[src/rtl/ifu_prefetch_buf.sv]
// Sequential instruction prefetcher between the IFU and the ITCM ICB port.
// Optional perf counters are enabled by defining IFU_PFB_PERF_EN.
module ifu_prefetch_buf #(
  parameter int PC_W     = 32,
  parameter int ADDR_W   = 16,
  parameter int DW       = 32,
  parameter int DEPTH    = 4,
  parameter int MAX_OUTS = 2
) (
  input  logic                         clk,
  input  logic                         rst,
  input  logic [PC_W-1:0]              pc_rtvec,
  output logic                         itcm_cmd_valid,
  input  logic                         itcm_cmd_ready,
  output logic [ADDR_W-1:0]            itcm_cmd_addr,
  input  logic                         itcm_rsp_valid,
  output logic                         itcm_rsp_ready,
  input  logic [DW-1:0]                itcm_rsp_rdata,
  output logic                         o_valid,
  input  logic                         o_ready,
  output logic [DW-1:0]                o_instr,
  output logic [PC_W-1:0]              o_pc,
  input  logic                         flush_req,
  input  logic [PC_W-1:0]              flush_pc,
  output logic                         flush_ack,
  output logic [$clog2(DEPTH+1)-1:0]   occupancy,
`ifdef IFU_PFB_PERF_EN
  output logic [31:0]                  perf_stall_cnt,
  output logic [31:0]                  perf_drop_cnt,
`endif
  output logic                         o_dbg_state
);

  localparam int CNT_W = $clog2(DEPTH + 1);
  localparam int OUT_W = $clog2(MAX_OUTS + 1);
  localparam int PTR_W = $clog2(DEPTH);
  localparam logic [PC_W-1:0] PC_STEP = PC_W'(DW / 8);

  // Handshake semantics: a transfer happens on a cycle where valid & ready are
  // both high; valid never depends on ready. Responses always accepted.
  typedef enum logic {
    ST_BOOT = 1'b0,
    ST_RUN  = 1'b1
  } state_t;

  state_t             r_state;
  state_t             w_state_nxt;

  logic [PC_W-1:0]    r_fetch_pc;
  logic [PC_W-1:0]    r_rsp_pc;
  logic [CNT_W-1:0]   r_count;
  logic [OUT_W-1:0]   r_outs;
  logic [OUT_W-1:0]   r_drop;
  logic [PTR_W-1:0]   r_wptr;
  logic [PTR_W-1:0]   r_rptr;
  logic [DW-1:0]      r_mem_instr [DEPTH];
  logic [PC_W-1:0]    r_mem_pc    [DEPTH];

  logic               w_run;
  logic               w_cmd_valid;
  logic               w_cmd_hs;
  logic               w_push;
  logic               w_drop_rsp;
  logic               w_pop;
  logic               w_o_valid;
  logic [CNT_W:0]     w_inflight;

  // FSM state register
  always_ff @(posedge clk) begin
    if (rst) begin
      r_state <= ST_BOOT;
    end else begin
      r_state <= w_state_nxt;
    end
  end

  // Next state plus issue/accept decisions
  always_comb begin
    w_state_nxt = r_state;
    w_run       = 1'b0;
    w_inflight  = {1'b0, r_count} + (CNT_W+1)'(r_outs);
    case (r_state)
      ST_BOOT: w_state_nxt = ST_RUN;
      ST_RUN:  w_run       = 1'b1;
      default: w_state_nxt = ST_BOOT;
    endcase
    // Counting buffered plus in-flight entries keeps the FIFO from overflowing.
    w_cmd_valid = w_run & ~flush_req
                & (r_outs < OUT_W'(MAX_OUTS))
                & (w_inflight < (CNT_W+1)'(DEPTH));
    w_cmd_hs    = w_cmd_valid & itcm_cmd_ready;
    w_drop_rsp  = itcm_rsp_valid & (flush_req | (r_drop != '0));
    w_push      = itcm_rsp_valid & ~flush_req & (r_drop == '0);
    w_o_valid   = (r_count != '0) & ~flush_req;
    w_pop       = w_o_valid & o_ready;
  end

  // Fetch/response PCs and in-flight bookkeeping
  always_ff @(posedge clk) begin
    if (rst) begin
      r_fetch_pc <= pc_rtvec;
      r_rsp_pc   <= pc_rtvec;
      r_outs     <= '0;
      r_drop     <= '0;
    end else begin
      r_outs <= r_outs + OUT_W'(w_cmd_hs) - OUT_W'(itcm_rsp_valid);
      if (flush_req) begin
        r_fetch_pc <= flush_pc;
        r_rsp_pc   <= flush_pc;
        // Everything still outstanding is stale; a response landing now is dropped directly.
        r_drop     <= r_outs - OUT_W'(itcm_rsp_valid);
      end else begin
        if (w_cmd_hs) begin
          r_fetch_pc <= r_fetch_pc + PC_STEP;
        end
        if (w_push) begin
          r_rsp_pc <= r_rsp_pc + PC_STEP;
        end
        if (w_drop_rsp) begin
          r_drop <= r_drop - OUT_W'(1);
        end
      end
    end
  end

  // FIFO control
  always_ff @(posedge clk) begin
    if (rst) begin
      r_count <= '0;
      r_wptr  <= '0;
      r_rptr  <= '0;
    end else if (flush_req) begin
      r_count <= '0;
      r_wptr  <= '0;
      r_rptr  <= '0;
    end else begin
      r_count <= r_count + CNT_W'(w_push) - CNT_W'(w_pop);
      if (w_push) begin
        r_wptr <= r_wptr + PTR_W'(1);
      end
      if (w_pop) begin
        r_rptr <= r_rptr + PTR_W'(1);
      end
    end
  end

  // FIFO storage, no reset needed: reads are qualified by r_count
  always_ff @(posedge clk) begin
    if (w_push) begin
      r_mem_instr[r_wptr] <= itcm_rsp_rdata;
      r_mem_pc[r_wptr]    <= r_rsp_pc;
    end
  end

`ifdef IFU_PFB_PERF_EN
  logic [31:0] r_perf_stall;
  logic [31:0] r_perf_drop;

  always_ff @(posedge clk) begin
    if (rst) begin
      r_perf_stall <= '0;
      r_perf_drop  <= '0;
    end else begin
      if (w_run && o_ready && !w_o_valid && (r_perf_stall != '1)) begin
        r_perf_stall <= r_perf_stall + 32'd1;
      end
      if (w_drop_rsp && (r_perf_drop != '1)) begin
        r_perf_drop <= r_perf_drop + 32'd1;
      end
    end
  end

  assign perf_stall_cnt = r_perf_stall;
  assign perf_drop_cnt  = r_perf_drop;
`endif

  assign itcm_cmd_valid = w_cmd_valid;
  assign itcm_cmd_addr  = r_fetch_pc[ADDR_W-1:0];
  assign itcm_rsp_ready = 1'b1;
  assign o_valid        = w_o_valid;
  assign o_instr        = r_mem_instr[r_rptr];
  assign o_pc           = r_mem_pc[r_rptr];
  assign flush_ack      = flush_req;
  assign occupancy      = r_count;
  assign o_dbg_state    = logic'(r_state);

endmodule

[config.mk]
export PLATFORM = sky130hd
export DESIGN_NAME = ifu_prefetch_buf
export DESIGN_NICKNAME = d
export VERILOG_FILES = /design/src/rtl/ifu_prefetch_buf.sv
export SDC_FILE = /design/constraint.sdc
export NUM_CORES = 1
export LEC_CHECK = 0
export BUFFER_PORTS_ARGS = -buffer_cell sky130_fd_sc_hd__buf_4
export CAP_MARGIN = 0
export CORE_MARGIN = 1
export CORE_UTILIZATION = 35
export CTS_CLUSTER_DIAMETER = 80
export CTS_CLUSTER_SIZE = 20
export DETAILED_ROUTE_END_ITERATION = 10
export PLACE_DENSITY = 0.63
export SETUP_SLACK_MARGIN = 0.02
export SLEW_MARGIN = 5
export SYNTH_ARGS = -nofsm -noshare
export SYNTH_HDL_FRONTEND = slang
export SYNTH_SLANG_ARGS = --single-unit
[constraint.sdc]
create_clock -name clk -period 4.3 [get_ports clk]
set_input_delay 0.215 -clock clk [delete_from_list [all_inputs] [get_ports clk]]
set_output_delay 0.215 -clock clk [all_outputs]
set_load 0.03 [all_outputs]
Yosys cells after proc, flatten, opt, wreduce, memory -nomap -nowiden
Memories as Yosys holds them, arrays and structs flattened. A register that Yosys moved wholly into a read port is not among the register bits.
Index checks and enable logic that the tools add are counted.
- register bits after elaboration: 76
- RAM bits: 256
- input bits: 102
- word-level logic and storage cells: 57
- memories: 2
- add/subtract/negate cells: 11
- magnitude comparators: 2
- mux-type cells: 16
- bitwise operators: 11
- reduce and logical (&&, ||, !) cells: 7
- memory list (memory ; depth ; width ; read ports ; clocked after Yosys merged registers in ; write ports ; RTL line ; text):
    r_mem_instr ; 4 ; 32 ; 1 ; 1 ; 1 ; 56 ; logic [DW-1:0] r_mem_instr [DEPTH];
    r_mem_pc ; 4 ; 32 ; 1 ; 1 ; 1 ; 57 ; logic [PC_W-1:0] r_mem_pc [DEPTH];
- operators by type and width (cell ; number):
    $mux W32 ; 6
    $add A32 B3 Y32 const B ; 2
    $mux W2 ; 6
    $and A1 B1 Y1 ; 9
    $reduce_bool A3 Y1 ; 3
    $add A2 B1 Y2 const B ; 2
    $add A3 B2 Y4 ; 1
    $lt A4 B3 Y1 const B ; 1
    $mux W1 ; 4
    $reduce_bool A2 Y1 ; 2
    $sub A2 B1 Y2 ; 2
    $add A3 B1 Y3 ; 1
    $sub A3 B1 Y3 ; 1
    $add A2 B1 Y2 ; 1
    $logic_not A2 Y1 ; 1
    $lt A2 B2 Y1 const B ; 1
    $reduce_or A2 Y1 ; 1
    $sub A2 B1 Y2 const B ; 1
    $not A1 Y1 ; 1
    $or A1 B1 Y1 ; 1

Logic depth before layout (Yosys ltp)
- depth after elaboration: 8
- depth in mapped cells: 13

Least setup slack after synthesis
Ideal clock, no wire load.
- path kind: register -> register
- start: reg r_count[1], in the netlist occupancy[1]
- end: reg r_outs[1]
- library setup time: 0.127 ns
- arrival time: 3.034 ns
- required time: 4.173 ns
- slack: 1.139 ns
- stages on the path, launching flop included: 11
- buffers on the path: 0
- cell sequence: dfxtp_1 ha_1 or4b_1 a311oi_1 nand2_1 ha_1 inv_1 ha_1 xor2_1 xnor2_1 nor2_1
- word-level cells in the longest chain between the ends: 6
- ends and longest elaborated chain (item ; RTL line ; text):
    start, declared ; 51 ; logic [CNT_W-1:0] r_count;
    start signal, assigned ; 137 ; r_count <= r_count + CNT_W'(w_push) - CNT_W'(w_pop);
    $add A3 B2 Y4 ; 81 ; w_inflight = {1'b0, r_count} + (CNT_W+1)'(r_outs);
    $lt A4 B3 Y1 ; 90 ; & (w_inflight < (CNT_W+1)'(DEPTH));
    $and A1 B1 Y1 ; 90 ;
    net itcm_cmd_valid ; 13 ; output logic itcm_cmd_valid,
    $and A1 B1 Y1 ; 91 ; w_cmd_hs = w_cmd_valid & itcm_cmd_ready;
    $add A2 B1 Y2 ; 106 ; r_outs <= r_outs + OUT_W'(w_cmd_hs) - OUT_W'(itcm_rsp_valid);
    $sub A2 B1 Y2 ; 106 ;
    end signal, assigned ; 106 ;
    end, declared ; 52 ; logic [OUT_W-1:0] r_outs;
The timed path passes the listed nets, and every way through them passes these cells.
A chain may end at the register's enable or synchronous reset.

Worst setup path in the final report
- start: reg r_rsp_pc[14]
- end: reg r_rsp_pc[21], data pin
- word-level cells in the longest chain between the ends: 4
- ends and longest elaborated chain (item ; RTL line ; text):
    start, declared ; 50 ; logic [PC_W-1:0] r_rsp_pc;
    start signal, assigned ; 102 ; r_rsp_pc <= pc_rtvec;
    start signal, assigned ; 109 ; r_rsp_pc <= flush_pc;
    start signal, assigned ; 117 ; r_rsp_pc <= r_rsp_pc + PC_STEP;
    $add A32 B3 Y32 ; 117 ;
    $mux W32 ; 116 ; if (w_push) begin
    $mux W32 ; 107 ; if (flush_req) begin
    $mux W32 ; 100 ; if (rst) begin
No other way between the ends. The select of a mux whose other input is x is not followed.

==> impl_metrics.toml <==
[floorplan]
rows = 69
coreArea_um2 = 35800
die_y_um = 194
die_w_um = 194
dieArea_um2 = 37500
ios = 190
start_util_pct = 35.9

[sta]
setup_viol = 0
timing.setup.tns_ps = 0
max_slew_margin_pct = 29.7
hold_viol = 0
max_slew.worst_pin.slew_ps = 1060
period_needed_ps = 2940
fmax_mhz = 340
report.final.slew_viol_count = 0
fin_crit_sh_pct = 68.3
fin_worst_skew_ps = 16.0
rsz0062_at_grt = "false"

[finish]
n_antenna_cell = 0
drive_gt1_share_pct = 30.7
multi_input_area_um2 = 3290
final_nets = 1055
layout_commonest_cell = "edfxtp_1"
ff_latch_area_um2 = 9360
nFillCells = 3172
final_area_um2 = 15800
syn_to_final_growth_pct = 22.7
final_cell_mix = "302 x edfxtp_1, 190 x buf_4, 64 x mux4_2"

[placed_design]
io_buffers = 188
postPlaceCellArea_um2 = 14700
dp.final_hpwl_mm = 17.1
gp_congestion = 0.803

[logic_synthesis]
synth_nets = 832
avgSynthCellArea_um2 = 18.0
synth-seq-area-share_pct = 72.7
synth_cells = 716
synth_edf_count = 302
synth_ff_type = "edfxtp_1"
netlist_area_um2 = 12900
yosysWarnings = 0
synth_seq_cells = 316
synth_cell_types = 48
ys_async_sr_fraction_pct = 0

[clock_network]
cts_buffers = 20
cts_tree = "built"
cts_sinks = 316
cts_setup_buffers = 0
clkLatencyLatePin_ps = 520
holdBufCountCts = 48
htree_levels = 1
cts.reportedPaths.clkPinSlew_ps = 90
cts_resized = 0
root_buffer = "clkbuf_16"
clockBufferDepth = 3

[critical_path]
max_stage_delay_ps = 710
crit_end = "r_rsp_pc[21]$_DFFE_PP_"
r2r_start = "r_rsp_pc[14]$_DFFE_PP_"
critPathCaptureType = "flop"
cp-start-kind = "flop"
arrival_ps = 3210
reg2regPathDepth = 6
startpoint = "r_rsp_pc[14]$_DFFE_PP_"
crit_required_ps = 4570
crit_path_max_fanout = 11
r2r_slack_ps = 1360
r2r_end = "r_rsp_pc[21]$_DFFE_PP_"
path_cells = "nand3_1, nor2_1, a31oi_1, a41o_1, a221o_1, dlygate4sd3_1"
critical_path_class = "flop to flop"
crit_slowest_cell = "nor2_1"

[pwr]
switching_power_mw = 1.45
internal_power_mw = 4.70
combPwrFrac_pct = 10.0
p_sw_share_pct = 23.6
ir_drop_mv = 0.200
p_clk_share_pct = 30.8
finalPower_mw = 6.16
power_density_nw_per_um2 = 390
pwr-share-seq_pct = 59.2
p_leak_nw = 5.37

[routing]
route.detailed.drc = 0
via_count = 7026
wl_per_cell_um = 19.9
first_iter_violations = 371
drt_wl_total_mm = 28.1
first_pass_iters = 5
vias_per_cell = 4.98
ant_nets = 0

[grt]
antenna_found_initial = 0
use_met2_pct = 24.4
grt_pass1_wl_mm = 43.9
grt_overflow = 0
met3_usage_pct = 2.28
use_met1_pct = 21.8
top_usage_layer = "met2"
grtUsageTotal_pct = 15.1
grt_max_degree = 65
grt_pass1_vias = 7400

[job]
max_cap_violations = 0

[run_status]
status = "complete, no violations"

[hold_path]
min-delay-path-class = "primary input to flop"
-- area by class of cell --
cell class / instances / area share (%)
Tap cell: 461 / 3.65
Clock buffer: 28 / 3.50
Inverter: 14 / 0.333
Multi-Input combinational cell: 348 / 20.9
Clock inverter: 4 / 0.190
Timing Repair Buffer: 239 / 12.2
Sequential cell: 316 / 59.3
-- worst min-delay path by stage --
stage,from,end,slack (ps),cells past startpoint
6_report,flush_pc[0],r_fetch_pc[0]$_DFFE_PP_,30,2
5_1_grt,flush_pc[0],r_fetch_pc[0]$_DFFE_PP_,6,2
4_1_cts,flush_pc[18],r_rsp_pc[18]$_DFFE_PP_,1,3
3_5_place_dp,itcm_rsp_rdata[0],r_mem_instr[1][0]$_DFFE_PP_,420,1
3_3_place_gp,itcm_rsp_rdata[14],r_mem_instr[2][14]$_DFFE_PP_,420,1
2_1_floorplan,itcm_rsp_rdata[0],r_mem_instr[0][0]$_DFFE_PP_,310,0
-- synth_stat cells (13+ instances only) --
| cell type | count | area [um^2] |
|---|---|---|
| a22oi_1 | 16 | 120 |
| xor2_1 | 20 | 175 |
| dfxtp_1 | 14 | 280 |
| nand4_1 | 15 | 93.8 |
| nand2_1 | 43 | 161 |
| xnor2_1 | 22 | 193 |
| nor2_1 | 26 | 97.6 |
| nand3_1 | 16 | 80.1 |
| clkbuf_1 | 23 | 86.3 |
| inv_1 | 14 | 52.6 |
| ha_1 | 13 | 163 |
| edfxtp_1 | 302 | 9070 |
| mux4_2 | 64 | 1440 |
| o21ai_0 | 39 | 195 |
-- worst max-delay path: cells and delay by family (launching register included) --
family                 cells  cell delay (ps)
AND/OR/NAND/NOR            2              940
flip-flops                 1              540
buffers and inverters      1              560
AO/OA/AOI/OAI              3              650
-- per-stage QoR --
stage,cells,util (%),hold slack [ps],setup slack [ps]
floorplan,716,-,314,1140
global placement,1330,41.1,417,1860
detailed placement,1330,41.1,421,1800
CTS,1410,44.1,1.01,1380
global route,1410,44.1,6.06,1220
finish,1410,44.1,31.8,1360
-- per-layer routing --
layer | vias up | wire (um)
met1 | 3498 | 13300
met4 | 0 | 346
met2 | 211 | 13100
met5 | - | 0
li1 | 3291 | -
met3 | 26 | 1420
-- kinds of logic (layout without fill, tap and decap cells) --
logic type | after synthesis | count (layout) | synth area share, %
AOI/OAI and AO/OA | 89 | 89 | 4.38
xor gates and xnor gates | 42 | 42 | 2.86
adders and majority gates | 14 | 14 | 1.42
buffers and inverters | 52 | 285 | 1.80
DFF | 316 | 316 | 72.7
muxes | 65 | 65 | 11.3
other | 1 | 1 | 0.0292
and+or+nand+nor | 137 | 137 | 5.54
-- flip-flops by register name, summed over array words and instances (netlist names), named ones only --
register / cells
r_outs: 2
r_wptr: 2
r_drop: 2
r_mem_pc: 128
occupancy: 3
r_rsp_pc: 30
r_rptr: 2
r_mem_instr: 128
o_dbg_state: 1
r_fetch_pc: 16
-- power by group through the flow --
| stage | logic [mW] | registers (mW) | clock network (mW) |
|---|---|---|---|
| after floorplan | 0.315 | 3.70 | 0 |
| after global placement | 0.581 | 3.71 | 0 |
| after detailed placement | 0.585 | 3.72 | 0 |
| after CTS | 0.623 | 3.65 | 1.96 |
| after global routing | 0.666 | 3.67 | 2.08 |
| final | 0.613 | 3.65 | 1.90 |
Note: power is estimated with default switching activity, not from simulation.
